--- config.mk ---
export PLATFORM = sky130hd
export DESIGN_NAME = sram_axi_bridge
export DESIGN_NICKNAME = d
export VERILOG_FILES = /design/src/rtl/bridge_pkg.sv /design/src/rtl/bridge_wr_ctrl.sv /design/src/rtl/sram_axi_bridge.sv
export SDC_FILE = /design/constraint.sdc
export NUM_CORES = 1
export LEC_CHECK = 0
export BUFFER_PORTS_ARGS = -buffer_cell sky130_fd_sc_hd__buf_2
export CORE_AREA = 2 2 165 167
export CTS_CLUSTER_SIZE = 25
export DETAILED_ROUTE_END_ITERATION = 6
export DIE_AREA = 0 0 167 169
export PLACE_DENSITY = 0.51
export SLEW_MARGIN = 20
export SYNTH_ARGS = -nofsm -noshare
export SYNTH_HDL_FRONTEND = slang
export SYNTH_HIERARCHICAL = 1
export SYNTH_SLANG_ARGS = --single-unit
--- constraint.sdc ---
create_clock -name clk -period 3.2 [get_ports clk]
set_input_delay 0.32 -clock clk [delete_from_list [all_inputs] [get_ports clk]]
set_output_delay 0.32 -clock clk [all_outputs]
set_load 0.1 [all_outputs]
--- src/rtl/bridge_pkg.sv ---
// Shared constants and types for the sram-to-AXI bridge.
// Fixed AXI IDs, burst tie-offs and the write-path state encoding.
package bridge_pkg;

  localparam logic [3:0] ID_INST        = 4'd0;
  localparam logic [3:0] ID_DATA        = 4'd1;
  localparam logic [1:0] AXI_BURST_INCR = 2'b01;
  localparam logic [7:0] AXI_LEN_1      = 8'd0;

  typedef enum logic [1:0] {
    W_IDLE,
    W_SEND,
    W_RESP
  } wr_state_e;

endpackage

--- src/rtl/bridge_wr_ctrl.sv ---
// Single-beat write sequencer for the data port.
// Drives AW and W independently, then waits for the B response.
module bridge_wr_ctrl
  import bridge_pkg::*;
(
  input  logic        clk,
  input  logic        reset,
  input  logic        accept,
  input  logic [31:0] req_addr,
  input  logic [1:0]  req_size,
  input  logic [31:0] req_wdata,
  input  logic [3:0]  req_wstrb,
  output logic [31:0] awaddr,
  output logic [2:0]  awsize,
  output logic        awvalid,
  input  logic        awready,
  output logic [31:0] wdata,
  output logic [3:0]  wstrb,
  output logic        wvalid,
  input  logic        wready,
  input  logic        bvalid,
  output logic        done
);

  wr_state_e   state_q, state_d;
  logic [31:0] aw_addr_q;
  logic [1:0]  aw_size_q;
  logic        aw_valid_q;
  logic [31:0] w_data_q;
  logic [3:0]  w_strb_q;
  logic        w_valid_q;
  logic        load;

  assign load = accept & (state_q == W_IDLE);

  always_comb begin
    state_d = state_q;
    done    = 1'b0;
    unique case (state_q)
      W_IDLE: if (accept) state_d = W_SEND;
      // Each channel is finished once its valid is low or handshaking this cycle.
      W_SEND: if ((~aw_valid_q | awready) & (~w_valid_q | wready)) state_d = W_RESP;
      W_RESP: begin
        if (bvalid) begin
          done    = 1'b1;
          state_d = W_IDLE;
        end
      end
      default: state_d = W_IDLE;
    endcase
  end

  always_ff @(posedge clk or posedge reset) begin
    if (reset) begin
      state_q    <= W_IDLE;
      aw_addr_q  <= '0;
      aw_size_q  <= '0;
      aw_valid_q <= 1'b0;
      w_data_q   <= '0;
      w_strb_q   <= '0;
      w_valid_q  <= 1'b0;
    end else begin
      state_q <= state_d;
      if (load) begin
        aw_addr_q  <= req_addr;
        aw_size_q  <= req_size;
        aw_valid_q <= 1'b1;
        w_data_q   <= req_wdata;
        w_strb_q   <= req_wstrb;
        w_valid_q  <= 1'b1;
      end else begin
        if (aw_valid_q & awready) aw_valid_q <= 1'b0;
        if (w_valid_q & wready)   w_valid_q  <= 1'b0;
      end
    end
  end

  assign awaddr  = aw_addr_q;
  assign awsize  = {1'b0, aw_size_q};
  assign awvalid = aw_valid_q;
  assign wdata   = w_data_q;
  assign wstrb   = w_strb_q;
  assign wvalid  = w_valid_q;

endmodule

--- src/rtl/sram_axi_bridge.sv ---
// Merges the instruction and data sram-like ports onto one AXI master.
// Reads share a single AR slot (data wins); read data is steered back by rid[0].
module sram_axi_bridge
  import bridge_pkg::*;
#(
  parameter int unsigned INST_MAX_OUT = 2
) (
  input  logic        clk,
  input  logic        reset,
  input  logic        inst_sram_req,
  input  logic        inst_sram_wr,
  input  logic [1:0]  inst_sram_size,
  input  logic [3:0]  inst_sram_wstrb,
  input  logic [31:0] inst_sram_addr,
  input  logic [31:0] inst_sram_wdata,
  output logic        inst_sram_addr_ok,
  output logic        inst_sram_data_ok,
  output logic [31:0] inst_sram_rdata,
  input  logic        data_sram_req,
  input  logic        data_sram_wr,
  input  logic [1:0]  data_sram_size,
  input  logic [3:0]  data_sram_wstrb,
  input  logic [31:0] data_sram_addr,
  input  logic [31:0] data_sram_wdata,
  output logic        data_sram_addr_ok,
  output logic        data_sram_data_ok,
  output logic [31:0] data_sram_rdata,
  output logic [3:0]  arid,
  output logic [31:0] araddr,
  output logic [7:0]  arlen,
  output logic [2:0]  arsize,
  output logic [1:0]  arburst,
  output logic [1:0]  arlock,
  output logic [3:0]  arcache,
  output logic [2:0]  arprot,
  output logic        arvalid,
  input  logic        arready,
  input  logic [3:0]  rid,
  input  logic [31:0] rdata,
  input  logic [1:0]  rresp,
  input  logic        rlast,
  input  logic        rvalid,
  output logic        rready,
  output logic [3:0]  awid,
  output logic [31:0] awaddr,
  output logic [7:0]  awlen,
  output logic [2:0]  awsize,
  output logic [1:0]  awburst,
  output logic [1:0]  awlock,
  output logic [3:0]  awcache,
  output logic [2:0]  awprot,
  output logic        awvalid,
  input  logic        awready,
  output logic [3:0]  wid,
  output logic [31:0] wdata,
  output logic [3:0]  wstrb,
  output logic        wlast,
  output logic        wvalid,
  input  logic        wready,
  input  logic [3:0]  bid,
  input  logic [1:0]  bresp,
  input  logic        bvalid,
  output logic        bready
);

  localparam logic [3:0] InstMax = 4'(INST_MAX_OUT);

  logic        ar_valid_q;
  logic [3:0]  ar_id_q;
  logic [31:0] ar_addr_q;
  logic [1:0]  ar_size_q;
  logic [3:0]  inst_cnt_q, inst_cnt_d;
  logic        data_busy_q;
  logic        slot_free, data_rd_grant, inst_grant, data_wr_accept;
  logic        inst_inc, inst_dec, wr_done;

  assign slot_free      = ~ar_valid_q;
  assign data_rd_grant  = slot_free & data_sram_req & ~data_sram_wr & ~data_busy_q;
  assign inst_grant     = slot_free & ~data_rd_grant & inst_sram_req & (inst_cnt_q < InstMax);
  assign data_wr_accept = data_sram_req & data_sram_wr & ~data_busy_q;

  assign inst_sram_addr_ok = inst_grant;
  assign data_sram_addr_ok = data_rd_grant | data_wr_accept;
  assign inst_sram_data_ok = rvalid & ~rid[0];
  assign data_sram_data_ok = (rvalid & rid[0]) | wr_done;
  assign inst_sram_rdata   = rdata;
  assign data_sram_rdata   = rdata;

  // A response with nothing outstanding is dropped so the counter cannot wrap.
  assign inst_inc = inst_grant;
  assign inst_dec = inst_sram_data_ok & (inst_cnt_q != 4'd0);

  always_comb begin
    inst_cnt_d = inst_cnt_q;
    if (inst_inc & ~inst_dec)      inst_cnt_d = inst_cnt_q + 4'd1;
    else if (~inst_inc & inst_dec) inst_cnt_d = inst_cnt_q - 4'd1;
  end

  always_ff @(posedge clk or posedge reset) begin
    if (reset) begin
      ar_valid_q  <= 1'b0;
      ar_id_q     <= '0;
      ar_addr_q   <= '0;
      ar_size_q   <= '0;
      inst_cnt_q  <= '0;
      data_busy_q <= 1'b0;
    end else begin
      inst_cnt_q <= inst_cnt_d;
      if (data_rd_grant | inst_grant) begin
        ar_valid_q <= 1'b1;
        ar_id_q    <= data_rd_grant ? ID_DATA : ID_INST;
        ar_addr_q  <= data_rd_grant ? data_sram_addr : inst_sram_addr;
        ar_size_q  <= data_rd_grant ? data_sram_size : inst_sram_size;
      end else if (ar_valid_q & arready) begin
        ar_valid_q <= 1'b0;
      end
      if (data_sram_addr_ok)      data_busy_q <= 1'b1;
      else if (data_sram_data_ok) data_busy_q <= 1'b0;
    end
  end

  assign arid    = ar_id_q;
  assign araddr  = ar_addr_q;
  assign arsize  = {1'b0, ar_size_q};
  assign arvalid = ar_valid_q;
  assign arlen   = AXI_LEN_1;
  assign arburst = AXI_BURST_INCR;
  assign arlock  = 2'b00;
  assign arcache = 4'b0000;
  assign arprot  = 3'b000;
  assign rready  = 1'b1;

  assign awid    = ID_DATA;
  assign awlen   = AXI_LEN_1;
  assign awburst = AXI_BURST_INCR;
  assign awlock  = 2'b00;
  assign awcache = 4'b0000;
  assign awprot  = 3'b000;
  assign wid     = ID_DATA;
  assign wlast   = 1'b1;
  assign bready  = 1'b1;

  bridge_wr_ctrl u_wr_ctrl (
    .clk       (clk),
    .reset     (reset),
    .accept    (data_wr_accept),
    .req_addr  (data_sram_addr),
    .req_size  (data_sram_size),
    .req_wdata (data_sram_wdata),
    .req_wstrb (data_sram_wstrb),
    .awaddr    (awaddr),
    .awsize    (awsize),
    .awvalid   (awvalid),
    .awready   (awready),
    .wdata     (wdata),
    .wstrb     (wstrb),
    .wvalid    (wvalid),
    .wready    (wready),
    .bvalid    (bvalid),
    .done      (wr_done)
  );

  logic unused_inputs;
  assign unused_inputs = ^{inst_sram_wr, inst_sram_wstrb, inst_sram_wdata, rid[3:1], rresp,
                           rlast, bid, bresp};

endmodule

=== Yosys cells after proc, flatten, opt, wreduce, memory -nomap -nowiden ===
Index checks and enable logic that the tools add are counted.

* Reduce and logical (&&, ||, !) cells: 8
* Equality and inequality tests: 5
* Bitwise logic cells: 32
* $lt $le $gt $ge: 1
* Mux-type cells: 19
* Add/sub/neg operators: 2

{| class="wikitable"
|+ Operators by type and width
! kind !! count
|-
| $mux 32 || 1
|-
| $and 1x1->1 || 18
|-
| $mux 1 || 11
|-
| $reduce_bool 2->1 || 5
|-
| $not 1->1 || 9
|-
| $mux 2 || 4
|-
| $mux 4 || 2
|-
| $pmux 2 s3 || 1
|-
| $or 1x1->1 || 5
|-
| $add 4x1->4 const B || 1
|-
| $lt 4x2->1 const B || 1
|-
| $ne 2x2->1 const B || 2
|-
| $reduce_bool 4->1 || 1
|-
| $sub 4x1->4 const B || 1
|-
| $reduce_and 3->1 || 1
|-
| $eq 2x1->1 const B || 1
|-
| $eq 2x2->1 const B || 1
|-
| $logic_not 2->1 || 1
|-
| $ne 2x1->1 const B || 1
|}

* Output and inout port bits: 230
* Register bits: 118
* Word-level logic and storage cells: 80

=== Depth between registers and ports, before layout ===
* Depth in word-level cells: 12
* Gate-level depth with buffers: 10

=== Hierarchy ===
Netlist, hierarchy kept.

{| class="wikitable"
|+ Modules (own cells, without submodules)
! module !! cells an instance !! area each (µm²) !! times used
|-
| bridge_wr_ctrl || 167 || 3141.8 || 1
|-
| sram_axi_bridge || 362 || 3006.6 || 1
|}

=== Worst setup path after synthesis ===
Ideal clock, no wire load.

* Path type: register -> register
* From: register ar_valid_q (netlist: arvalid)
* To: register inst_cnt_q[3]
* Data arrival time: 4.145 ns
* Path slack: -1.076 ns
* Required time: 3.069 ns
* Setup time: 0.131 ns
* Cell stages (with the launch flop): 11
* Path buffers: 1
* Path through: dfrtp_1 > nor2b_1 > clkbuf_1 > nand2_1 > nor2_1 > ha_1 > inv_1 > ha_1 > or4_1 > o211ai_1 > o211ai_1

* Longest elaborated chain between the ends: 11

{| class="wikitable"
|+ RTL lines
! what !! RTL line !! text
|-
| start: declaration || sram_axi_bridge.sv:68 || <nowiki>logic ar_valid_q;</nowiki>
|-
| start signal: assignment || sram_axi_bridge.sv:101 || <nowiki>ar_valid_q <= 1'b0;</nowiki>
|-
| start signal: assignment || sram_axi_bridge.sv:110 || <nowiki>ar_valid_q <= 1'b1;</nowiki>
|-
| start signal: assignment || sram_axi_bridge.sv:115 || <nowiki>ar_valid_q <= 1'b0;</nowiki>
|-
| $not 1->1 * || sram_axi_bridge.sv:77 || <nowiki>assign slot_free = ~ar_valid_q;</nowiki>
|-
| $and 1x1->1 (3 in series) || sram_axi_bridge.sv:78 || <nowiki>assign data_rd_grant = slot_free & data_sram_req & ~data_sram_wr & ~data_busy_q;</nowiki>
|-
| $not 1->1 || sram_axi_bridge.sv:79 || <nowiki>assign inst_grant = slot_free & ~data_rd_grant & inst_sram_req & (inst_cnt_q < InstMax);</nowiki>
|-
| $and 1x1->1 * (3 in series) || sram_axi_bridge.sv:79 ||
|-
| via inst_sram_addr_ok || sram_axi_bridge.sv:16 || <nowiki>output logic inst_sram_addr_ok,</nowiki>
|-
| $not 1->1 || sram_axi_bridge.sv:96 || <nowiki>else if (~inst_inc & inst_dec) inst_cnt_d = inst_cnt_q - 4'd1;</nowiki>
|-
| $and 1x1->1 || sram_axi_bridge.sv:96 ||
|-
| $reduce_bool 2->1 (no source line) || - ||
|-
| end signal: assignment || sram_axi_bridge.sv:108 || <nowiki>inst_cnt_q <= inst_cnt_d;</nowiki>
|-
| end: declaration || sram_axi_bridge.sv:72 || <nowiki>logic [3:0] inst_cnt_q, inst_cnt_d;</nowiki>
|}

Mark *: on every way through the listed nets, which the timed path passes. The rest lies on a longest branch.
A chain may end at the register's enable or synchronous reset.

=== Worst setup path in the final report ===
* From: register ar_valid_q (netlist: arvalid)
* To: register inst_cnt_q[3]

* Longest elaborated chain between the ends: 11

{| class="wikitable"
|+ RTL lines
! what !! RTL line
|-
| $not 1->1 * || sram_axi_bridge.sv:77
|-
| $and 1x1->1 (3 in series) || sram_axi_bridge.sv:78
|-
| $not 1->1 || sram_axi_bridge.sv:79
|-
| $and 1x1->1 * (3 in series) || sram_axi_bridge.sv:79
|-
| $not 1->1 || sram_axi_bridge.sv:96
|-
| $and 1x1->1 || sram_axi_bridge.sv:96
|-
| $reduce_bool 2->1 (no source line) || -
|}

Mark *: on every way between the ends. The rest lies on a longest branch, timed or not.

==> impl_metrics.tcl <==
set metrics [dict create \
    maxCapViolCount 0 \
    r2r-start "arvalid" \
    period_share_pct 81.6 \
    setup_viol_count_final 0 \
    synthFlopType "dfrtp_1" \
    numPortBuffers 226 \
    grt_util_all_layers_pct 12.2 \
    worst_pin_slew_ns 0.907 \
    postLayoutCoreUtil_pct 28.4 \
    root_buffer "clkbuf_16" \
    grt_max_degree 70 \
    drtPass1Iterations 4 \
    cp_max_fo 7 \
    die_area_um2 28200 \
    arrival_ns 2.90 \
    coreArea_um2 26500 \
    final_cell_mix "buf_2, dfrtp_1, mux2_4" \
    timing.critical_path.cells "nor4b_1 -> nor2_4 -> ha_4 -> inv_1 -> ha_1 -> or4_1 -> o211ai_1 -> o211ai_1" \
    cts_made_buffers 17 \
    start_util_pct 23.2 \
    routedWlPerCell_um 16.8 \
    final_area_um2 7520 \
    report.final.slew_viol_count 0 \
    drc 0 \
    clk_latency_ns 0.42 \
    reg2regPathDepth 8 \
    n_fill_cell 2758 \
    regArea_um2 2880 \
    rsz0062_at_grt "no" \
    wirelength_mm 17.4 \
    grt_overflow_total 0 \
    r2r_end "inst_cnt_q[3]" \
    areaGrowthSynthToFinish_pct 22.3 \
    hold_viol 0 \
    multi_input_area_um2 2350 \
    synthCells 529 \
    antennaDiodeCount 0 \
    final_common_cell "buf_2" \
    syn_avg_cell_area_um2 11.6 \
    tns_ns 0 \
    hold_class "input pin to flop" \
    die_h_um 169 \
    drive_gt1_share_pct 49.9 \
    holdWs_ns 0.134 \
    critPathMaxStageDelay_ns 0.59 \
    ios 426 \
    critPathSlowestCell "nor4b_1" \
    cts-resized-gates 0 \
    start_kind "flop" \
    slew_headroom_pct 39.4 \
    async_flop_share_pct 100 \
    max_freq_mhz 383 \
    row_count 60 \
    drtIter0Drc 252 \
    via_count 4302 \
    path_clk_slew_ns 0.06 \
    crit_top_cell "o211ai_1" \
    fin_nets 887 \
    grt_pass1_vias 4320 \
    htreeDepth 4 \
    finClkSkew_ns 0.0165 \
    grt_pass1_wl_mm 26.1 \
    dpl_cell_area_um2 6910 \
    hold_end "u_wr_ctrl/wdata[17]" \
    ys_seq_elements 115 \
    cts_tree "yes" \
    syn_area_um2 6150 \
    hold_depth 2 \
    reg2reg_slack_ns 0.59 \
    clockBufferDepth 2 \
    routed_via_density 4.14 \
    place_congestion 0.753 \
    die_x_um 167 \
    grt_antenna_before_repair 1 \
    seq_area_frac_synth_pct 46.8 \
    end_kind "flop" \
    status "finished clean" \
    ant_nets 0 \
    dpl.hpwl_mm 11.8 \
    synth_cell_types 38 \
    clkSinkCount 115 \
    ys_warn_count 6 \
    synth_edf_count 0 \
    crit_type "flop to flop" \
    worstHoldStart "data_sram_wdata[17]" \
    layout_min_cycle_time_ns 2.61 \
    cp.required_ns 3.49 \
]
## registers in the layout, summed over array words and instances, names as in the netlist
| signal | flops |
|---|---|
| u_wr_ctrl/aw_size_q | 2 |
| u_wr_ctrl/awaddr | 32 |
| ar_size_q | 2 |
| arid | 1 |
| arvalid | 1 |
| u_wr_ctrl/wstrb | 4 |
| araddr | 32 |
| u_wr_ctrl/state_q | 2 |
| data_busy_q | 1 |
| u_wr_ctrl/awvalid | 1 |
| inst_cnt_q | 4 |
| u_wr_ctrl/wvalid | 1 |
| u_wr_ctrl/wdata | 32 |
## timing repair
action,4_1_cts,5_1_grt
hold endpoints to repair,18,0
buffers inserted,0,0
hold buffers,1,0
## synthesized netlist by cell type (3+ instances only)
cell type,count,area [µm²]
buf_4,118,886
dfrtp_1,115,2880
mux2_4,68,1020
nand3_1,37,185
nor2_1,37,139
o21ai_0,36,180
a31oi_1,34,213
clkbuf_1,20,75.1
buf_12,7,140
nand2b_1,7,43.8
inv_1,4,15.0
nand2_1,4,15.0
buf_6,3,33.8
conb_1,3,11.3
ha_1,3,37.5
mux2_2,3,33.8
nor2b_1,3,18.8
## how the worst max path moves through the flow
stage	depth (start not counted)	start	to	slack [ns]
3_3_place_gp	8	arvalid	inst_cnt_q[3]	0.60
5_1_grt	8	arvalid	inst_cnt_q[3]	0.45
3_5_place_dp	8	arvalid	inst_cnt_q[3]	0.57
4_1_cts	8	arvalid	inst_cnt_q[3]	0.58
6_report	8	arvalid	inst_cnt_q[3]	0.59
2_1_floorplan	10	arvalid	inst_cnt_q[3]	0.07
## per-stage QoR
stage | worst slack (ns) | cells
final | 0.590 | 1040
after global routing | 0.452 | 1040
after CTS | 0.581 | 1040
after detailed placement | 0.571 | 1008
after global placement | 0.603 | 1008
after floorplan | 0.0656 | 580
## layout make-up
| type | count | area share [%] |
|---|---|---|
| Inverter | 4 | 0.216 |
| Sequential cell | 115 | 38.3 |
| Multi-Input combinational cell | 312 | 31.3 |
| Tap cell | 341 | 5.67 |
| Timing Repair Buffer | 237 | 16.5 |
| Clock buffer | 17 | 5.66 |
| Clock inverter | 14 | 2.36 |
## metal layers
layer	GRT usage (%)	routed length (µm)	vias up
li1	-	-	1972
met1	15.4	7610	2119
met2	20.2	8380	183
met3	3.39	1100	28
met4	4.39	331	0
met5	0	0	-
## critical path: cells and delay by family (launching register included)
family / cells / cell delay [ns]
AOI/OAI and AO/OA: 2 / 0.20
adders and majority gates: 2 / 0.51
buffers and inverters: 1 / 0.12
DFF: 1 / 0.51
and+or+nand+nor: 3 / 1.14
## logic make-up after synthesis
| family | share of synthesized area [%] |
|---|---|
| buf+inv | 18.8 |
| fa+ha+maj | 0.936 |
| simple gates | 8.06 |
| other cells | 0.183 |
| mux | 17.3 |
| flops | 46.8 |
| compound gates | 7.63 |
| xor+xnor | 0.285 |
Power is not shown: default switching activity piles up to over one toggle a cycle in this logic, so the estimate is an artifact.
